`src/rtl/regfile_pkg.sv`:
```
`default_nettype none
// +--------------------------------------------------------------------+
// | Module : regfile_pkg                                               |
// | Brief  : Shared types and helpers for the multi-port register file |
// |          (init/run state encoding, register-count helper).         |
// | Rev    : 1.0  initial release                                      |
// +--------------------------------------------------------------------+
package regfile_pkg;

  // Sequencer state: INIT zero-fills the array, RUN is terminal until reset.
  typedef enum logic [0:0] {
    RF_INIT = 1'b0,
    RF_RUN  = 1'b1
  } rf_state_e;

  // Number of architectural registers addressed by a register ID of the given width.
  function automatic int reg_num(input int regid_w);
    return 1 << regid_w;
  endfunction

endpackage : regfile_pkg
`default_nettype wire

```
`src/rtl/regfile_scoreboard.sv`:
```
`default_nettype none
// +--------------------------------------------------------------------+
// | Module : regfile_scoreboard                                        |
// | Brief  : One pending bit per register. Issue marks a destination   |
// |          pending, writeback with clear releases it. Set beats      |
// |          clear when both hit one register in the same cycle.       |
// |          Provides NUM_RD combinational pending lookups, with an    |
// |          optional same-cycle clear bypass.                         |
// | Ports  : clk, rst          clock / async active-high reset         |
// |          iss_en_i/addr_i   qualified issue mark                    |
// |          wr_en_i/addr_i    qualified writeback ports               |
// |          wr_clr_i          writeback also clears pending           |
// |          rd_addr_i         lookup addresses (packed per port)      |
// |          rd_pend_o         pending result per lookup port          |
// | Rev    : 1.0  initial release                                      |
// +--------------------------------------------------------------------+
module regfile_scoreboard
  import regfile_pkg::*;
#(
  parameter int REGID_W = 5,
  parameter int NUM_RD  = 2,
  parameter int NUM_WR  = 2,
  parameter bit BYPASS  = 1'b1
) (
  input  logic                      clk,
  input  logic                      rst,
  input  logic                      iss_en_i,
  input  logic [REGID_W-1:0]        iss_addr_i,
  input  logic [NUM_WR-1:0]         wr_en_i,
  input  logic [NUM_WR*REGID_W-1:0] wr_addr_i,
  input  logic [NUM_WR-1:0]         wr_clr_i,
  input  logic [NUM_RD*REGID_W-1:0] rd_addr_i,
  output logic [NUM_RD-1:0]         rd_pend_o
);

  localparam int REG_NUM = reg_num(REGID_W);

  logic [REG_NUM-1:0] pend_q;
  logic [REG_NUM-1:0] pend_d;
  logic [NUM_RD-1:0]  w_byp_clr;

  // Clears are applied first so that an issue to the same register wins:
  // the issuing instruction is a new producer the old writeback must not cancel.
  always_comb begin
    pend_d = pend_q;
    for (int j = 0; j < NUM_WR; j++) begin
      if (wr_en_i[j] && wr_clr_i[j]) begin
        pend_d[wr_addr_i[j*REGID_W +: REGID_W]] = 1'b0;
      end
    end
    if (iss_en_i) begin
      pend_d[iss_addr_i] = 1'b1;
    end
  end

  always_ff @(posedge clk or posedge rst) begin
    if (rst) begin
      pend_q <= '0;
    end else begin
      pend_q <= pend_d;
    end
  end

  // Lookup: the highest-index matching writeback decides whether the
  // pending bit is released in the same cycle, mirroring the data bypass.
  always_comb begin
    w_byp_clr = '0;
    rd_pend_o = '0;
    for (int i = 0; i < NUM_RD; i++) begin
      if (BYPASS) begin
        for (int j = 0; j < NUM_WR; j++) begin
          if (wr_en_i[j] &&
              (wr_addr_i[j*REGID_W +: REGID_W] == rd_addr_i[i*REGID_W +: REGID_W])) begin
            w_byp_clr[i] = wr_clr_i[j];
          end
        end
      end
      rd_pend_o[i] = pend_q[rd_addr_i[i*REGID_W +: REGID_W]] & ~w_byp_clr[i];
    end
  end

endmodule : regfile_scoreboard
`default_nettype wire

```
`src/rtl/regfile_mp.sv`:
```
`default_nettype none
// +--------------------------------------------------------------------+
// | Module : regfile_mp                                                |
// | Brief  : Multi-port integer register file with scoreboard.         |
// |          NUM_RD combinational read ports, NUM_WR registered write  |
// |          ports (highest index wins), optional write-to-read        |
// |          bypass, and a post-reset sequencer that zero-fills the    |
// |          array so the storage itself needs no reset.               |
// | Ports  : clk, rst          clock / async active-high reset         |
// |          rs_addr_i         read addresses (packed per port)        |
// |          rs_rdata_o        read data (packed per port)             |
// |          rs_pend_o         source has an outstanding producer      |
// |          wr_en_i/addr_i/data_i  write ports                        |
// |          wr_clr_i          write also clears pending bit           |
// |          iss_en_i/addr_i   mark destination pending                |
// |          ready_o           zero-fill done, array usable            |
// | Rev    : 1.0  initial release                                      |
// +--------------------------------------------------------------------+
module regfile_mp
  import regfile_pkg::*;
#(
  parameter int XLEN    = 32,
  parameter int REGID_W = 5,
  parameter bit R0_ZERO = 1'b1,
  parameter int NUM_RD  = 2,
  parameter int NUM_WR  = 2,
  parameter bit BYPASS  = 1'b1
) (
  input  logic                      clk,
  input  logic                      rst,
  input  logic [NUM_RD*REGID_W-1:0] rs_addr_i,
  output logic [NUM_RD*XLEN-1:0]    rs_rdata_o,
  output logic [NUM_RD-1:0]         rs_pend_o,
  input  logic [NUM_WR-1:0]         wr_en_i,
  input  logic [NUM_WR*REGID_W-1:0] wr_addr_i,
  input  logic [NUM_WR*XLEN-1:0]    wr_data_i,
  input  logic [NUM_WR-1:0]         wr_clr_i,
  input  logic                      iss_en_i,
  input  logic [REGID_W-1:0]        iss_addr_i,
  output logic                      ready_o
);

  localparam int                 REG_NUM    = reg_num(REGID_W);
  localparam logic [REGID_W-1:0] c_CNT_LAST = REGID_W'(REG_NUM - 1);
  localparam logic [REGID_W-1:0] c_CNT_ONE  = REGID_W'(1);

  // ------------------------------------------------------------------
  // Port unpacking
  // ------------------------------------------------------------------
  logic [REGID_W-1:0] w_wr_addr [NUM_WR];
  logic [XLEN-1:0]    w_wr_data [NUM_WR];
  logic [REGID_W-1:0] w_rd_addr [NUM_RD];

  for (genvar j = 0; j < NUM_WR; j++) begin : g_wr_unpack
    assign w_wr_addr[j] = wr_addr_i[j*REGID_W +: REGID_W];
    assign w_wr_data[j] = wr_data_i[j*XLEN +: XLEN];
  end

  for (genvar i = 0; i < NUM_RD; i++) begin : g_rd_unpack
    assign w_rd_addr[i] = rs_addr_i[i*REGID_W +: REGID_W];
  end

  // ------------------------------------------------------------------
  // Init sequencer
  // ------------------------------------------------------------------
  rf_state_e          state_q, state_d;
  logic [REGID_W-1:0] init_cnt_q, init_cnt_d;
  logic               w_run;

  always_ff @(posedge clk or posedge rst) begin
    if (rst) begin
      state_q    <= RF_INIT;
      init_cnt_q <= '0;
    end else begin
      state_q    <= state_d;
      init_cnt_q <= init_cnt_d;
    end
  end

  always_comb begin
    state_d    = state_q;
    init_cnt_d = init_cnt_q;
    case (state_q)
      RF_INIT: begin
        init_cnt_d = init_cnt_q + c_CNT_ONE;
        if (init_cnt_q == c_CNT_LAST) begin
          state_d    = RF_RUN;
          init_cnt_d = '0;
        end
      end
      RF_RUN: begin
        state_d = RF_RUN;
      end
      default: begin
        state_d    = RF_INIT;
        init_cnt_d = '0;
      end
    endcase
  end

  assign w_run   = (state_q == RF_RUN);
  assign ready_o = w_run;

  // ------------------------------------------------------------------
  // Write arbitration: during INIT the sequencer owns the array; in RUN
  // later ports overwrite earlier ones, giving highest-index priority.
  // ------------------------------------------------------------------
  logic [REG_NUM-1:0] mem_we_d;
  logic [XLEN-1:0]    mem_d [REG_NUM];
  logic [XLEN-1:0]    mem_q [REG_NUM];

  always_comb begin
    mem_we_d = '0;
    for (int r = 0; r < REG_NUM; r++) begin
      mem_d[r] = '0;
    end
    if (!w_run) begin
      mem_we_d[init_cnt_q] = 1'b1;
    end else begin
      for (int j = 0; j < NUM_WR; j++) begin
        if (wr_en_i[j] && !(R0_ZERO && (w_wr_addr[j] == '0))) begin
          mem_we_d[w_wr_addr[j]] = 1'b1;
          mem_d[w_wr_addr[j]]    = w_wr_data[j];
        end
      end
    end
  end

  // Storage has no reset; the sequencer provides the defined contents.
  always_ff @(posedge clk) begin
    for (int r = 0; r < REG_NUM; r++) begin
      if (mem_we_d[r]) begin
        mem_q[r] <= mem_d[r];
      end
    end
  end

  // ------------------------------------------------------------------
  // Scoreboard: only qualified (RUN, non-R0) events reach it.
  // ------------------------------------------------------------------
  logic                w_iss_en;
  logic [NUM_WR-1:0]   w_sb_wr_en;
  logic [NUM_RD-1:0]   w_sb_pend;

  assign w_iss_en   = w_run && iss_en_i && !(R0_ZERO && (iss_addr_i == '0));
  assign w_sb_wr_en = wr_en_i & {NUM_WR{w_run}};

  regfile_scoreboard #(
    .REGID_W (REGID_W),
    .NUM_RD  (NUM_RD),
    .NUM_WR  (NUM_WR),
    .BYPASS  (BYPASS)
  ) u_scoreboard (
    .clk        (clk),
    .rst        (rst),
    .iss_en_i   (w_iss_en),
    .iss_addr_i (iss_addr_i),
    .wr_en_i    (w_sb_wr_en),
    .wr_addr_i  (wr_addr_i),
    .wr_clr_i   (wr_clr_i),
    .rd_addr_i  (rs_addr_i),
    .rd_pend_o  (w_sb_pend)
  );

  // ------------------------------------------------------------------
  // Read ports with optional bypass. Ascending loop over write ports
  // lets the highest matching index win, same as the array write.
  // ------------------------------------------------------------------
  logic [XLEN-1:0] w_rd_data [NUM_RD];
  logic [NUM_RD-1:0] w_rd_mask;

  always_comb begin
    rs_rdata_o = '0;
    rs_pend_o  = '0;
    w_rd_mask  = '0;
    for (int i = 0; i < NUM_RD; i++) begin
      w_rd_data[i] = mem_q[w_rd_addr[i]];
      if (BYPASS) begin
        for (int j = 0; j < NUM_WR; j++) begin
          if (wr_en_i[j] && (w_wr_addr[j] == w_rd_addr[i])) begin
            w_rd_data[i] = w_wr_data[j];
          end
        end
      end
      // Outputs are quiet while the array is being zero-filled and for R0.
      w_rd_mask[i] = !w_run || (R0_ZERO && (w_rd_addr[i] == '0));
      if (w_rd_mask[i]) begin
        w_rd_data[i] = '0;
      end
      rs_rdata_o[i*XLEN +: XLEN] = w_rd_data[i];
      rs_pend_o[i]               = w_sb_pend[i] & ~w_rd_mask[i];
    end
  end

endmodule : regfile_mp
`default_nettype wire

```
`config.mk`:
```
export PLATFORM = sky130hd
export DESIGN_NAME = regfile_mp
export DESIGN_NICKNAME = d
export VERILOG_FILES = /design/src/rtl/regfile_pkg.sv /design/src/rtl/regfile_scoreboard.sv /design/src/rtl/regfile_mp.sv
export SDC_FILE = /design/constraint.sdc
export NUM_CORES = 2
export LEC_CHECK = 0
export CAP_MARGIN = 40
export CORE_MARGIN = 2
export CORE_UTILIZATION = 30
export CTS_BUF_LIST = sky130_fd_sc_hd__clkbuf_4 sky130_fd_sc_hd__clkbuf_8
export DETAILED_ROUTE_END_ITERATION = 16
export PLACE_DENSITY_LB_ADDON = 0.2
export SLEW_MARGIN = 20
export SYNTH_ARGS = -nofsm -noshare
export SYNTH_HDL_FRONTEND = slang
export SYNTH_SLANG_ARGS = --single-unit
```
`constraint.sdc`:
```
create_clock -name clk -period 4.44 [get_ports clk]
set_input_delay 1.332 -clock clk [delete_from_list [all_inputs] [get_ports clk]]
set_output_delay 1.332 -clock clk [all_outputs]
set_load 0.02 [all_outputs]
```
* Word level (Yosys, flattened, before mapping)
Memories as Yosys holds them, arrays and structs flattened.
Cells that the tools add are included.
** Storage, ports and cells
- Flip-flop bits (word level) :: 38
- Bits in writable memories :: 1024
- Input bits :: 96
- Logic and storage cells :: 183
- Memories kept :: 1
- Output and inout port bits :: 67
** Operators by class
- $lt $le $gt $ge :: 14
- Mux-type cells :: 108
- $add $sub $neg :: 1
- Reductions and logical operators :: 32
- Equal/unequal tests :: 5
- Bitwise operators :: 19
** Memory list
- mem_q :: depth 32, width 32, read ports 2, clocked after memory_dff 0, wr ports 31, RTL line regfile_mp.sv:110 : logic [XLEN-1:0] mem_q [REG_NUM];
** Operator list (number)
- 1024-bit 2-to-1 mux :: 4
- 1024-bit bitwise AND :: 1
- 1024-bit bitwise mux :: 1
- 32-bit 2-to-1 mux :: 16
- 32-bit demux with 5-bit select :: 2
- 1-bit 2-to-1 mux :: 76
- 32-bit bitwise AND :: 2
- 32-bit inverter :: 2
- 32-bit bitwise OR :: 2
- 5-bit by 6-bit less-than comparator with 1-bit output (second input constant) :: 6
- 32-bit OR reduction :: 1
- 5-bit logical NOT :: 5
- 1-bit demux with 5-bit select :: 4
- 5-bit == test :: 4
- 5-bit by 1-bit greater-or-equal comparator with 1-bit output (second input constant) :: 4
- 1-bit logical AND :: 20
- 6-bit greater-or-equal comparator (second input constant) :: 2
- 6-bit by 1-bit less-than comparator with 1-bit output (second input constant) :: 2
- 5-bit inverter with 6-bit output :: 2
- 1-bit binary-select mux with 5-bit select :: 2
- 5-bit 2-to-1 mux :: 2
- 5-bit by 1-bit adder with 5-bit output (second input constant) :: 1
- 5-bit == test (second input constant) :: 1
- 1-bit inverter :: 5
- other kinds (5) :: 12

* Logic depth before layout (Yosys ltp)
- Word-level depth :: 13
- Mapped depth :: 9
- Gate-level depth less buffers :: 6

* Modules after synthesis
From an unflattened synthesis, not the netlist that was laid out.
** Second synthesis, totals
- Cell total of the unflattened synthesis :: 6012
- Area total of the unflattened synthesis :: 67195.7 sq um
** Modules (own cells, without submodules)
- regfile_mp :: cells each 5766, instances 1, area each 64718.3 sq um
- regfile_scoreboard :: cells each 246, instances 1, area each 2477.4 sq um

* Worst setup path after synthesis
Ideal clock, no wire load.
- Kind :: input to output
- Start point :: in rs_addr_i[7]
- End point :: out rs_pend_o[1]
- Cell stages on the path :: 8
- Path slack :: -91 ps
- Data required time :: 3108 ps
- Arrival time :: 3199 ps
- Path through :: buf_4 buf_4 buf_2 buf_1 o21ai_0 a21oi_1 nor2_1 nor4_1
** On the way
- Longest elaborated chain between the ends :: 7
- Elaborated cells on any way between the ends :: 14
- Classes of those cells :: eq/ne: 2; mux: 4; bitwise: 4; reduce/logical: 4
** Ends and longest elaborated chain
- start, declared :: RTL line regfile_mp.sv:31 : input logic [NUM_RD*REGID_W-1:0] rs_addr_i,
- branches (longest 6 deep; another with 1-bit binary-select mux with 5-bit select)
- 1-bit bitwise AND * :: RTL line regfile_mp.sv:191 : rs_pend_o[i] = w_sb_pend[i] & ~w_rd_mask[i];
- end, declared :: RTL line regfile_mp.sv:33 : output logic [NUM_RD-1:0] rs_pend_o,
Every way passes the cells marked *. The select of a mux whose other input is x is not followed.

* Worst setup path in the final report
- Start point :: in rs_addr_i[0]
- End point :: out rs_rdata_o[25]
** On the way
- Longest elaborated chain between the ends :: 5
- Elaborated cells on any way between the ends :: 10
- Classes of those cells :: eq/ne: 2; mux: 3; reduce/logical: 4; memory: 1
** Ends and longest elaborated chain
- branches (longest 4 deep; another with memory read 32 x 32 bit)
- 32-bit 2-to-1 mux * :: RTL line regfile_mp.sv:187 : if (w_rd_mask[i]) begin
- end, declared :: RTL line regfile_mp.sv:32 : output logic [NUM_RD*XLEN-1:0] rs_rdata_o,
Every way passes the cells marked *.

==> metrics.md <==
| Metric | Value |
|---|---|
| Minimum clock period | 4.928 ns |
| Run status | complete, but fails checks |
| P_leak | 34.01 nW |
| Most common cell after layout, fill and taps aside | nand2_1 |
| Fin cells | 10290 |
| Post-route ant nets | 0 |
| WL per Instance | 37.54 um |
| Clock transition at path regs | 0.06 ns |
| H-tree depth | 4 |
| FF-to-FF setup slack | 1.44 ns |
| Rows | 174 |
| Final slew viol count | 0 |
| Crit start category | primary input |
| Final WL | 386100 um |
| VDD IR-drop max | 293.3 uV |
| Cell area after synthesis | 0.06760 sq mm |
| Slowest CP cell | mux4_2 |
| Async S/R FF share, synth | 3.578% |
| Post-route cell area | 0.08895 sq mm |
| Register area share after synthesis | 46.89% |
| Hold Crit Depth | 1 |
| Reg-to-reg critical path endpoint | mem_q[5][21]$_SDFFCE_PN0P_ |
| Slowest stage delay, CP | 0.51 ns |
| Layout Nets | 7227 |
| Area share of the largest cell type after synthesis | 45.49% |
| Final Power | 25.20 mW |
| Top post-synthesis cells by area | edfxtp_1, mux4_2, nand2_1 |
| Worst r2r path cells | 6 |
| Worst slew pin tran | 0.9052 ns |
| Syn-to-layout area delta | 31.59% |
| Min-Delay Endpoint | u_scoreboard.pend_q[13]$_DFF_PP0_ |
| Worst-path cell chain | buf_16 -> buf_16 -> buf_16 -> buf_12 -> mux4_2 -> o22ai_2 -> buf_4 -> a21oi_4 -> a221o_1 -> buf_6 |
| Filler cells | 21310 |
| Global-route wire length before repair | 517600 um |
| CP bufs+invs | 6 |
| Ys flop type | edfxtp_1 |
| P per Cell Area | 283.3 mW/mm^2 |
| Largest net degree at the start of global routing | 60 |
| Crit share post-route | 111.0% |
| CP dominant cell by count | buf_16 |
| Starting density of the core | 30.12% |
| Hold crit path type | reg -> reg |
| Mapped Cells | 6461 |
| Crit. Startpoint | rs_addr_i[0] |
| Worst r2r src | ready_o$_DFF_PP0_ |
| Core area | 0.2245 sq mm |
| Number of synthesized flops with an enable pin | 1024 |
| Remaining max-slew budget at the tightest pin | 39.65% |
| Largest fanout on the critical path | 8 |
| Cell Area, Placed | 0.07937 sq mm |
| Max cap viols | 0 |
| CP Class | in -> out |
| Vias | 64700 |
| Most frequent cells in the layout | nand2_1, edfxtp_1, a21oi_1 |
| RSZ-0062 raised after global routing | yes |
| Vias per inst | 6.290 |
| Critical path depth in cells | 10 |
| Die Width | 478.7 um |
| Die Area | 0.2291 sq mm |
| Clk sink count | 1062 |
| Failing checks | negative setup slack |
| Critical path capture point type | output port |
| Grt total ovfl | 0 |
| Seq. cell area | 0.03170 sq mm |
| Clk buf depth | 3 |
| Ys Warns | 0 |
| DRC errors left | 0 |
| Tot GR Track Use | 32.48% |
| Count of cell types in the netlist | 75 |
| 1st-iter DRT viols | 11040 |
| Gpl congestion | 0.9656 |
| Die height | 478.7 um |
| I/O pin count | 163 |
| TritonRoute pass-1 iters | 6 |
| HPWL Detailed | 247400 um |
| IO Port Bufs | 162 |
| Worst EP arrival | 3.60 ns |
| CTS Root Buffer Type | clkbuf_8 |
| Vias in the first global route | 61450 |
| Hold Crit Start | u_scoreboard.pend_q[13]$_DFF_PP0_ |
| Clock Skew | 0.08108 ns |
| Largest delay contributor family on the critical path | buffers and inverters |
| Hold buffers post-CTS | 0 |
| Area of the multi-input gates | 0.03580 sq mm |
| Fmax | 0.2029 GHz |
| PnR worst setup slack | -0.4884 ns |
| Pre-CTS setup slack | -1.108 ns |
| Worst-skew pair later-pin latency | 1.00 ns |
| Area leader, netlist | edfxtp_1 |
| # setup viols final | 66 |
| Placed cell count | 9744 |
| Initial antenna violation count | 10 |
| CTS Buf Count | 199 |
| Hold Vio Cnt, Final | 0 |
| CTS tree | built |
| Synthesized area per cell | 10.46 sq um |
| Seq cells post-synth | 1062 |
| Fraction of layout cells with a size suffix above 1 | 31.92% |
| Worst path required time | 3.11 ns |
[worst reg2reg max path, cell delays in order (launching register included)]
cell and delay [ns]:
dfrtp_4 0.45, buf_4 0.54, buf_4 0.67, buf_12 0.32
nand2_1 0.24, o21ai_4 0.16, buf_4 0.29
[flip-flops by register name (all words and copies together) (netlist names)]
register / flops
init_cnt_q: 5
mem_q: 1024
ready_o: 1
u_scoreboard.pend_q: 32
[Yosys cell counts (all sizes together), types with 14 or more instances]
| master | number |
|---|---|
| nor2 | 108 |
| o21ai | 105 |
| a22o | 20 |
| a22oi | 297 |
| mux4 | 407 |
| edfxtp | 1024 |
| o22ai | 61 |
| mux2i | 352 |
| nor2b | 218 |
| dfrtp | 38 |
| nand2 | 1737 |
| nor3 | 46 |
| clkbuf | 419 |
| a221o | 31 |
| nand3 | 45 |
| o221ai | 162 |
| a21oi | 873 |
| o2111ai | 33 |
| nand3b | 14 |
| buf | 349 |
[per-layer routing]
layer | global-route usage, % | vias to the layer above | wire, um
li1 | - | 25440 | -
met1 | 42.91 | 32450 | 144700
met2 | 46.35 | 5618 | 160100
met3 | 9.783 | 1176 | 52120
met4 | 20.18 | 10 | 29110
met5 | 0 | - | 69
[stage by stage]
stage / hold WS [ns] / setup TNS [ns] / util (%)
floorplan: 0.4611 / 0 / -
global placement: 0.5102 / -44.82 / 35.33
detailed placement: 0.5053 / -44.77 / 35.36
CTS: 0.5250 / -21.08 / 38.69
global route: 0.5427 / -23.08 / 39.63
finish: 0.5218 / -22.99 / 39.63
[cell families after synthesis]
family	count (synthesis)	share of synthesized area, %
and+or+nand+nor	2227	14.03
AOI/OAI and AO/OA	1610	14.76
DFF	1062	46.89
buffers and inverters	776	5.170
muxes	760	18.79
xor gates and xnor gates	20	0.2591
adders and majority gates	5	0.09254
other	1	0.005547
[repair_timing]
| item | in CTS | in global routing |
|---|---|---|
| cloned | 20 | 4 |
| setup buffers | 114 | 78 |
| gates resized for setup | 484 | 361 |
| pin swaps | 87 | 109 |
| setup endpoints to repair | 66 | 66 |
[power by group]
| part | switching [mW] | leakage (nW) | internal (mW) | total, mW |
|---|---|---|---|---|
| Combinational | 2.62 | 19.8 | 1.64 | 4.27 |
| Sequential | 0.0396 | 12.1 | 10.9 | 11.0 |
| Clock | 4.76 | 2.08 | 5.19 | 9.94 |
[worst max path at each step]
stage / to
after floorplan: rs_pend_o[0]
after global placement: rs_rdata_o[57]
after detailed placement: rs_rdata_o[57]
after CTS: rs_rdata_o[17]
after global routing: rs_rdata_o[28]
final: rs_rdata_o[25]
[area by class of cell]
| class | count | share of cell area [%] |
|---|---|---|
| flip-flops and latches | 1062 | 35.64 |
| well taps | 2992 | 4.209 |
| clock buffers | 292 | 3.920 |
| diodes | 7 | 0.01969 |
| repair buffers | 1201 | 15.44 |
| clock inverters | 69 | 0.4796 |
| multi-input cells | 4654 | 40.25 |
| inverters | 8 | 0.03657 |
Note: power is estimated with default switching activity, not from simulation.
